`src/rtl/fifo_pkg.sv`:
```
// fifo_pkg: shared types and sizing for the FIFO read-side drain controller.
// Holds the data width default, skid depth default and FSM state encoding.
package fifo_pkg;

  localparam int DSIZE_DEF     = 8;
  localparam int BUF_DEPTH_DEF = 2;
  localparam int CNT_W_DEF     = 16;
  localparam int PTR_W         = $clog2(BUF_DEPTH_DEF);

  typedef enum logic [1:0] {
    IDLE      = 2'd0,
    RUN       = 2'd1,
    STOP_PEND = 2'd2
  } drain_state_e;

endpackage

```
`src/rtl/fifo_drain_if.sv`:
```
// fifo_drain_if: FIFO read port (rempty/rdata/rinc) plus valid/ready stream.
// master = drain controller side, slave = FIFO + downstream consumer side.
interface fifo_drain_if
  import fifo_pkg::*;
#(
  parameter int DSIZE = DSIZE_DEF
);

  logic             rempty;
  logic [DSIZE-1:0] rdata;
  logic             rinc;
  logic [DSIZE-1:0] out_data;
  logic             out_valid;
  logic             out_ready;

  modport master (
    input  rempty,
    input  rdata,
    input  out_ready,
    output rinc,
    output out_data,
    output out_valid
  );

  modport slave (
    output rempty,
    output rdata,
    output out_ready,
    input  rinc,
    input  out_data,
    input  out_valid
  );

endinterface

```
`src/rtl/fifo_drain_ctrl_skid_buf.sv`:
```
// skid_buf: circular buffer with count; ports clk/rst_n (sync), push_i,
// pop_i, data_i in; data_o (head entry), full_o, empty_o out.
module skid_buf
  import fifo_pkg::*;
#(
  parameter int DSIZE     = DSIZE_DEF,
  parameter int BUF_DEPTH = BUF_DEPTH_DEF
) (
  input  logic             clk,
  input  logic             rst_n,
  input  logic             push_i,
  input  logic             pop_i,
  input  logic [DSIZE-1:0] data_i,
  output logic [DSIZE-1:0] data_o,
  output logic             full_o,
  output logic             empty_o
);

  localparam int PW = $clog2(BUF_DEPTH);
  localparam int CW = PW + 1;

  logic [DSIZE-1:0] mem_q [BUF_DEPTH];
  logic [PW-1:0]    wr_q;
  logic [PW-1:0]    rd_q;
  logic [CW-1:0]    cnt_q;
  logic [CW-1:0]    cnt_d;

  always_comb begin
    cnt_d = cnt_q;
    case ({push_i, pop_i})
      2'b10:   cnt_d = cnt_q + CW'(1);
      2'b01:   cnt_d = cnt_q - CW'(1);
      default: cnt_d = cnt_q;
    endcase
  end

  // Pointers wrap naturally since BUF_DEPTH is a power of two.
  always_ff @(posedge clk) begin
    if (!rst_n) begin
      wr_q  <= '0;
      rd_q  <= '0;
      cnt_q <= '0;
      for (int i = 0; i < BUF_DEPTH; i++) begin
        mem_q[i] <= '0;
      end
    end else begin
      if (push_i) begin
        mem_q[wr_q] <= data_i;
        wr_q        <= wr_q + PW'(1);
      end
      if (pop_i) begin
        rd_q <= rd_q + PW'(1);
      end
      cnt_q <= cnt_d;
    end
  end

  assign data_o  = mem_q[rd_q];
  assign full_o  = (cnt_q == CW'(BUF_DEPTH));
  assign empty_o = (cnt_q == '0);

endmodule

```
`src/rtl/fifo_drain_ctrl.sv`:
```
// fifo_drain_ctrl: pops a show-ahead FIFO into a skid buffer and streams it.
// Ports: rclk, rrst (sync low), en, bus (FIFO read + stream), busy, word_cnt.
module fifo_drain_ctrl
  import fifo_pkg::*;
#(
  parameter int DSIZE     = DSIZE_DEF,
  parameter int BUF_DEPTH = BUF_DEPTH_DEF,
  parameter int CNT_W     = CNT_W_DEF
) (
  input  logic             rclk,
  input  logic             rrst,
  input  logic             en,
  fifo_drain_if.master     bus,
  output logic             busy,
  output logic [CNT_W-1:0] word_cnt
);

  drain_state_e     state_q;
  logic             busy_q;
  logic [CNT_W-1:0] cnt_q;
  logic             full;
  logic             empty;
  logic             hs;
  logic             rinc;

  assign hs = !empty && bus.out_ready;

  // A pop is allowed into a full buffer when the head leaves the same cycle.
  // Gating on en stops pops in the very cycle a stop is requested;
  // gating on rrst keeps the FIFO untouched while in reset.
  assign rinc = rrst && en && (state_q == RUN) && !bus.rempty
             && (!full || hs);

  skid_buf #(
    .DSIZE     (DSIZE),
    .BUF_DEPTH (BUF_DEPTH)
  ) u_buf (
    .clk     (rclk),
    .rst_n   (rrst),
    .push_i  (rinc),
    .pop_i   (hs),
    .data_i  (bus.rdata),
    .data_o  (bus.out_data),
    .full_o  (full),
    .empty_o (empty)
  );

  always_ff @(posedge rclk) begin
    if (!rrst) begin
      state_q <= IDLE;
      busy_q  <= 1'b0;
      cnt_q   <= '0;
    end else begin
      if (hs) begin
        cnt_q <= cnt_q + CNT_W'(1);
      end
      unique case (state_q)
        IDLE: begin
          if (en) begin
            state_q <= RUN;
            busy_q  <= 1'b1;
          end
        end
        RUN: begin
          if (!en) begin
            state_q <= STOP_PEND;
          end
        end
        STOP_PEND: begin
          if (en) begin
            state_q <= RUN;
          end else if (empty) begin
            state_q <= IDLE;
            busy_q  <= 1'b0;
          end
        end
        default: begin
          state_q <= IDLE;
          busy_q  <= 1'b0;
        end
      endcase
    end
  end

  assign bus.rinc      = rinc;
  assign bus.out_valid = !empty;
  assign busy          = busy_q;
  assign word_cnt      = cnt_q;

endmodule

```
`src/flat_wrapper.sv`:
```
// flat-port wrapper written by rule: the top's interface ports become plain ports
module fifo_drain_ctrl_flat import fifo_pkg::*;
#(
  parameter int DSIZE     = DSIZE_DEF,
  parameter int BUF_DEPTH = BUF_DEPTH_DEF,
  parameter int CNT_W     = CNT_W_DEF
)
  (rclk, rrst, en, busy, word_cnt, bus_rempty, bus_rdata, bus_out_ready, bus_rinc, bus_out_data, bus_out_valid);
  fifo_drain_if #(.DSIZE(DSIZE)) bus_i ();
  input  logic rclk;
  input  logic rrst;
  input  logic en;
  output logic busy;
  output logic [CNT_W-1:0] word_cnt;
  input wire logic [$bits(bus_i.rempty)-1:0] bus_rempty;
  input wire logic [$bits(bus_i.rdata)-1:0] bus_rdata;
  input wire logic [$bits(bus_i.out_ready)-1:0] bus_out_ready;
  output wire logic [$bits(bus_i.rinc)-1:0] bus_rinc;
  output wire logic [$bits(bus_i.out_data)-1:0] bus_out_data;
  output wire logic [$bits(bus_i.out_valid)-1:0] bus_out_valid;
  assign bus_i.rempty = bus_rempty;
  assign bus_i.rdata = bus_rdata;
  assign bus_i.out_ready = bus_out_ready;
  assign bus_rinc = bus_i.rinc;
  assign bus_out_data = bus_i.out_data;
  assign bus_out_valid = bus_i.out_valid;
  fifo_drain_ctrl #(.DSIZE(DSIZE), .BUF_DEPTH(BUF_DEPTH), .CNT_W(CNT_W)) u_core (.rclk(rclk), .rrst(rrst), .en(en), .bus(bus_i), .busy(busy), .word_cnt(word_cnt));
endmodule
```
`config.mk`:
```
export PLATFORM = sky130hd
export DESIGN_NAME = fifo_drain_ctrl_flat
export DESIGN_NICKNAME = d
export VERILOG_FILES = /design/src/rtl/fifo_pkg.sv /design/src/rtl/fifo_drain_if.sv /design/src/rtl/fifo_drain_ctrl_skid_buf.sv /design/src/rtl/fifo_drain_ctrl.sv /design/src/flat_wrapper.sv
export SDC_FILE = /design/constraint.sdc
export NUM_CORES = 1
export LEC_CHECK = 0
export CELL_PAD_IN_SITES_DETAIL_PLACEMENT = 2
export CELL_PAD_IN_SITES_GLOBAL_PLACEMENT = 2
export CORE_UTILIZATION = 32
export CTS_BUF_LIST = sky130_fd_sc_hd__clkbuf_4
export DETAILED_ROUTE_END_ITERATION = 12
export PLACE_DENSITY_LB_ADDON = 0.1
export REMOVE_ABC_BUFFERS = 1
export SKIP_LAST_GASP = 1
export SLEW_MARGIN = 15
export SYNTH_ARGS = -nofsm -noshare
export SYNTH_HDL_FRONTEND = slang
export SYNTH_SLANG_ARGS = --single-unit
```
`constraint.sdc`:
```
create_clock -name rclk -period 2.9 [get_ports rclk]
set_input_delay 0.58 -clock rclk [delete_from_list [all_inputs] [get_ports rclk]]
set_output_delay 0.58 -clock rclk [all_outputs]
set_load 0.005 [all_outputs]
```
==> reports/summary.txt <==
Startpoint types - primary input
Filler cell count - 554
# IOs - 40
Largest net degree at the start of global routing - 21
Setup TNS - 0 ns
Vias in the first global route - 1,520
Starting Density - 34.21%
Ys Warns - 0
RSZ-0062 raised after global routing - no
FF-to-FF path depth - 6
Cells after Synth - 168
Remaining DRCs - 0
CTS buffer count - 5
Clock Skews - 0.005110 ns
Fin crit period - 2.823 ns
Maximum clock frequency - 354.3 MHz
Max cap viols - 0
CTS resizes - 0
Fin nets - 227
GRT overflow - 0
CP max stage cell - or4_4
Max transition margin - 58.08%
Crit. End Element - output pin
CORE AREA - 5238 sq um
Worst EP arrival - 2.24 ns
Hold depth - 1
CTS H-tree depth - 2
RD Place Congestion - 0.7218
Clock group share of total power - 28.3%
Antenna violations before repair - 0
Post-CTS Setup Repair Bufs - 0
Vias per cell - 4.820
DR pass1 iterations - 4
Synth Flop Type - dfxtp_1
Number of port buffers - 39
Clk Latency, worst-skew pair - 0.34 ns
Ys async rst share - 0%
Final setup vio count - 0
EDFF count, synth - 16
Switching portion of total power - 23.70%
Largest buffer count on any clock path - 2
Global-route wire length before repair - 7396 um
Critical path cell sequence - clkdlybuf4s50_1 > nor3b_1 > or4_4 > inv_2 > clkdlybuf4s50_1
Area leader, netlist - dfxtp_1
Sequential power share - 62.9%
Status - completed
Final Hold Viols - 0
Cell mode on critical path - clkdlybuf4s50_1
# hold bufs at CTS - 0
1st-iter DRT viols - 50
DP HPWL - 3240 um
Clock slew at reported path FFs - 0.12 ns
Layout Cell Area excl Fill - 2326 sq um
Synth cell types - 35
Combinational power share - 8.8%
Worst EP required - 2.32 ns
Netlist Area Pre-Place - 1792 sq um
Crit path max fanout - 3
Slowest stage delay, CP - 0.52 ns
CTS tree - done
Final Slew Violations - 0
Yosys top cell area share - 26.82%
Vias - 1,364
Static leakage - 0.0008549 uW
Ranking of synthesized cells by area - dfxtp_1, edfxtp_1, xnor2_1
Switching power - 229.0 uW
Placed Instance Area - 2275 sq um
Die height - 76.83 um
Routed wire length - 4274 um
CTS root buf - clkbuf_4
Int Pwr - 737.1 uW
Crit path buf inv count - 3
DR WL/cell - 15.10 um
Row count - 26
Seq/Total Area, Yosys - 53.63%
Delay-heaviest family, CP - buffers and inverters
Total track usage - 15.97%
Period utilization - 97.33%
Most common cell in the netlist - dfxtp_1
Die X - 76.83 um
Antenna Cells - 0
Tot Pwr - 966.1 uW
Critical path class - in -> out
Die ar. - 5902 sq um
Hold Path Class - reg -> reg
Worst VDD drop - 0.0001801 V
Synthesis-to-finish area growth - 29.82%
Syn Area/Cell - 10.66 sq um
Final ANT Viol Nets - 0
P per Cell Area - 415.3 nW/um^2
Top post-synthesis cells by count - dfxtp_1, edfxtp_1, nor2_1
Worst Max-Slew Pin Slew - 0.6281 ns
Clock sink count - 40
Layout cell share with drive strength beyond 1 - 13.62%
Yosys reg bits - 40
Crit path depth - 5
[cell usage in the layout (no fill, tap or decap)]
cell,count
clkdlybuf4s50_1,39
dfxtp_1,24
edfxtp_1,16
nor2_1,14
nand2_1,12
xnor2_1,11
and3_1,9
and2_1,9
mux2_2,8
o21ai_0,7
a21oi_1,7
nand3_1,6
buf_4,6
clkbuf_4,5
inv_1,4
nor3_1,4
nand2b_1,3
or3_1,3
mux2i_1,3
o211ai_1,2
xor2_1,2
nand4b_1,2
nor4_2,2
ha_1,2
clkinv_2,2
o21a_1,1
nor3b_1,1
or4_4,1
inv_2,1
or2_2,1
nand4_2,1
or4_1,1
nor4_4,1
nor2_2,1
a211oi_1,1
clkinv_1,1
[sequential cells by signal (all words and copies together), names as in the netlist, named ones only]
| register | cells |
|---|---|
| u_core.u_buf.mem_q | 16 |
| u_core.u_buf.wr_q | 1 |
| u_core.u_buf.cnt_q | 2 |
| u_core.busy | 1 |
| u_core.word_cnt | 16 |
| u_core.state_q | 2 |
| u_core.u_buf.rd_q | 1 |
[logic make-up (layout without fill, tap and decap cells)]
kind of cell	count (synthesis)	count (layout)	share of synthesized area, %
and+or+nand+nor	71	71	23.04
xor gates and xnor gates	13	13	6.355
adders and majority gates	2	2	1.396
AOI/OAI and AO/OA	18	18	5.586
muxes	11	11	6.704
buffers and inverters	13	58	3.281
DFF	40	40	53.63
[power groups by stage]
stage / registers [uW] / clock network, uW / logic (uW)
finish: 608 / 274 / 84.6
global route: 610 / 306 / 93.9
CTS: 608 / 284 / 86.9
detailed placement: 621 / 0 / 86.3
global placement: 619 / 0 / 82.0
floorplan: 618 / 0 / 33.3
[worst paths after layout]
| kind | from | endpoint | slack (ns) |
|---|---|---|---|
| worst min-delay path | u_core.state_q[0] | u_core.state_q[0] | 0.50 |
| worst max-delay path | bus_out_ready | bus_rinc | 0.08 |
| worst max register to register | u_core.u_buf.cnt_q[0] | u_core.u_buf.cnt_q[1] | 0.75 |
| worst min register to register | u_core.state_q[0] | u_core.state_q[0] | 0.50 |
[final cells by class]
type / instances / area, sq um / share of cell area [%]
multi-input cells: 115 / 772.0 / 33.19
repair buffers: 45 / 435.4 / 18.72
flip-flops and latches: 40 / 960.9 / 41.31
inverters: 5 / 18.77 / 0.8069
well taps: 70 / 87.58 / 3.765
clock buffers: 5 / 37.54 / 1.614
clock inverters: 3 / 13.76 / 0.5917
[layer usage]
metal / vias to the layer above / share of wire [%] / global-route usage [%]
met1: 665 / 45 / 19.67
met2: 27 / 51 / 27.59
met3: 4 / 3.0 / 2.976
met5: - / 0 / 0
met4: 0 / 0.96 / 5.769
li1: 668 / - / -
[metrics by stage]
| stage | util, % | setup WS [ns] | hold WS (ns) | instances |
|---|---|---|---|---|
| after floorplan | - | 0.7101 | 0.4314 | 160 |
| after global placement | 43.43 | 0.08270 | 0.4461 | 275 |
| after detailed placement | 43.43 | 0.07104 | 0.4955 | 275 |
| after CTS | 44.41 | 0.07012 | 0.5135 | 283 |
| after global routing | 44.41 | 0.008667 | 0.5278 | 283 |
| final | 44.41 | 0.07743 | 0.4981 | 283 |
(Power assumes the default switching activity.)
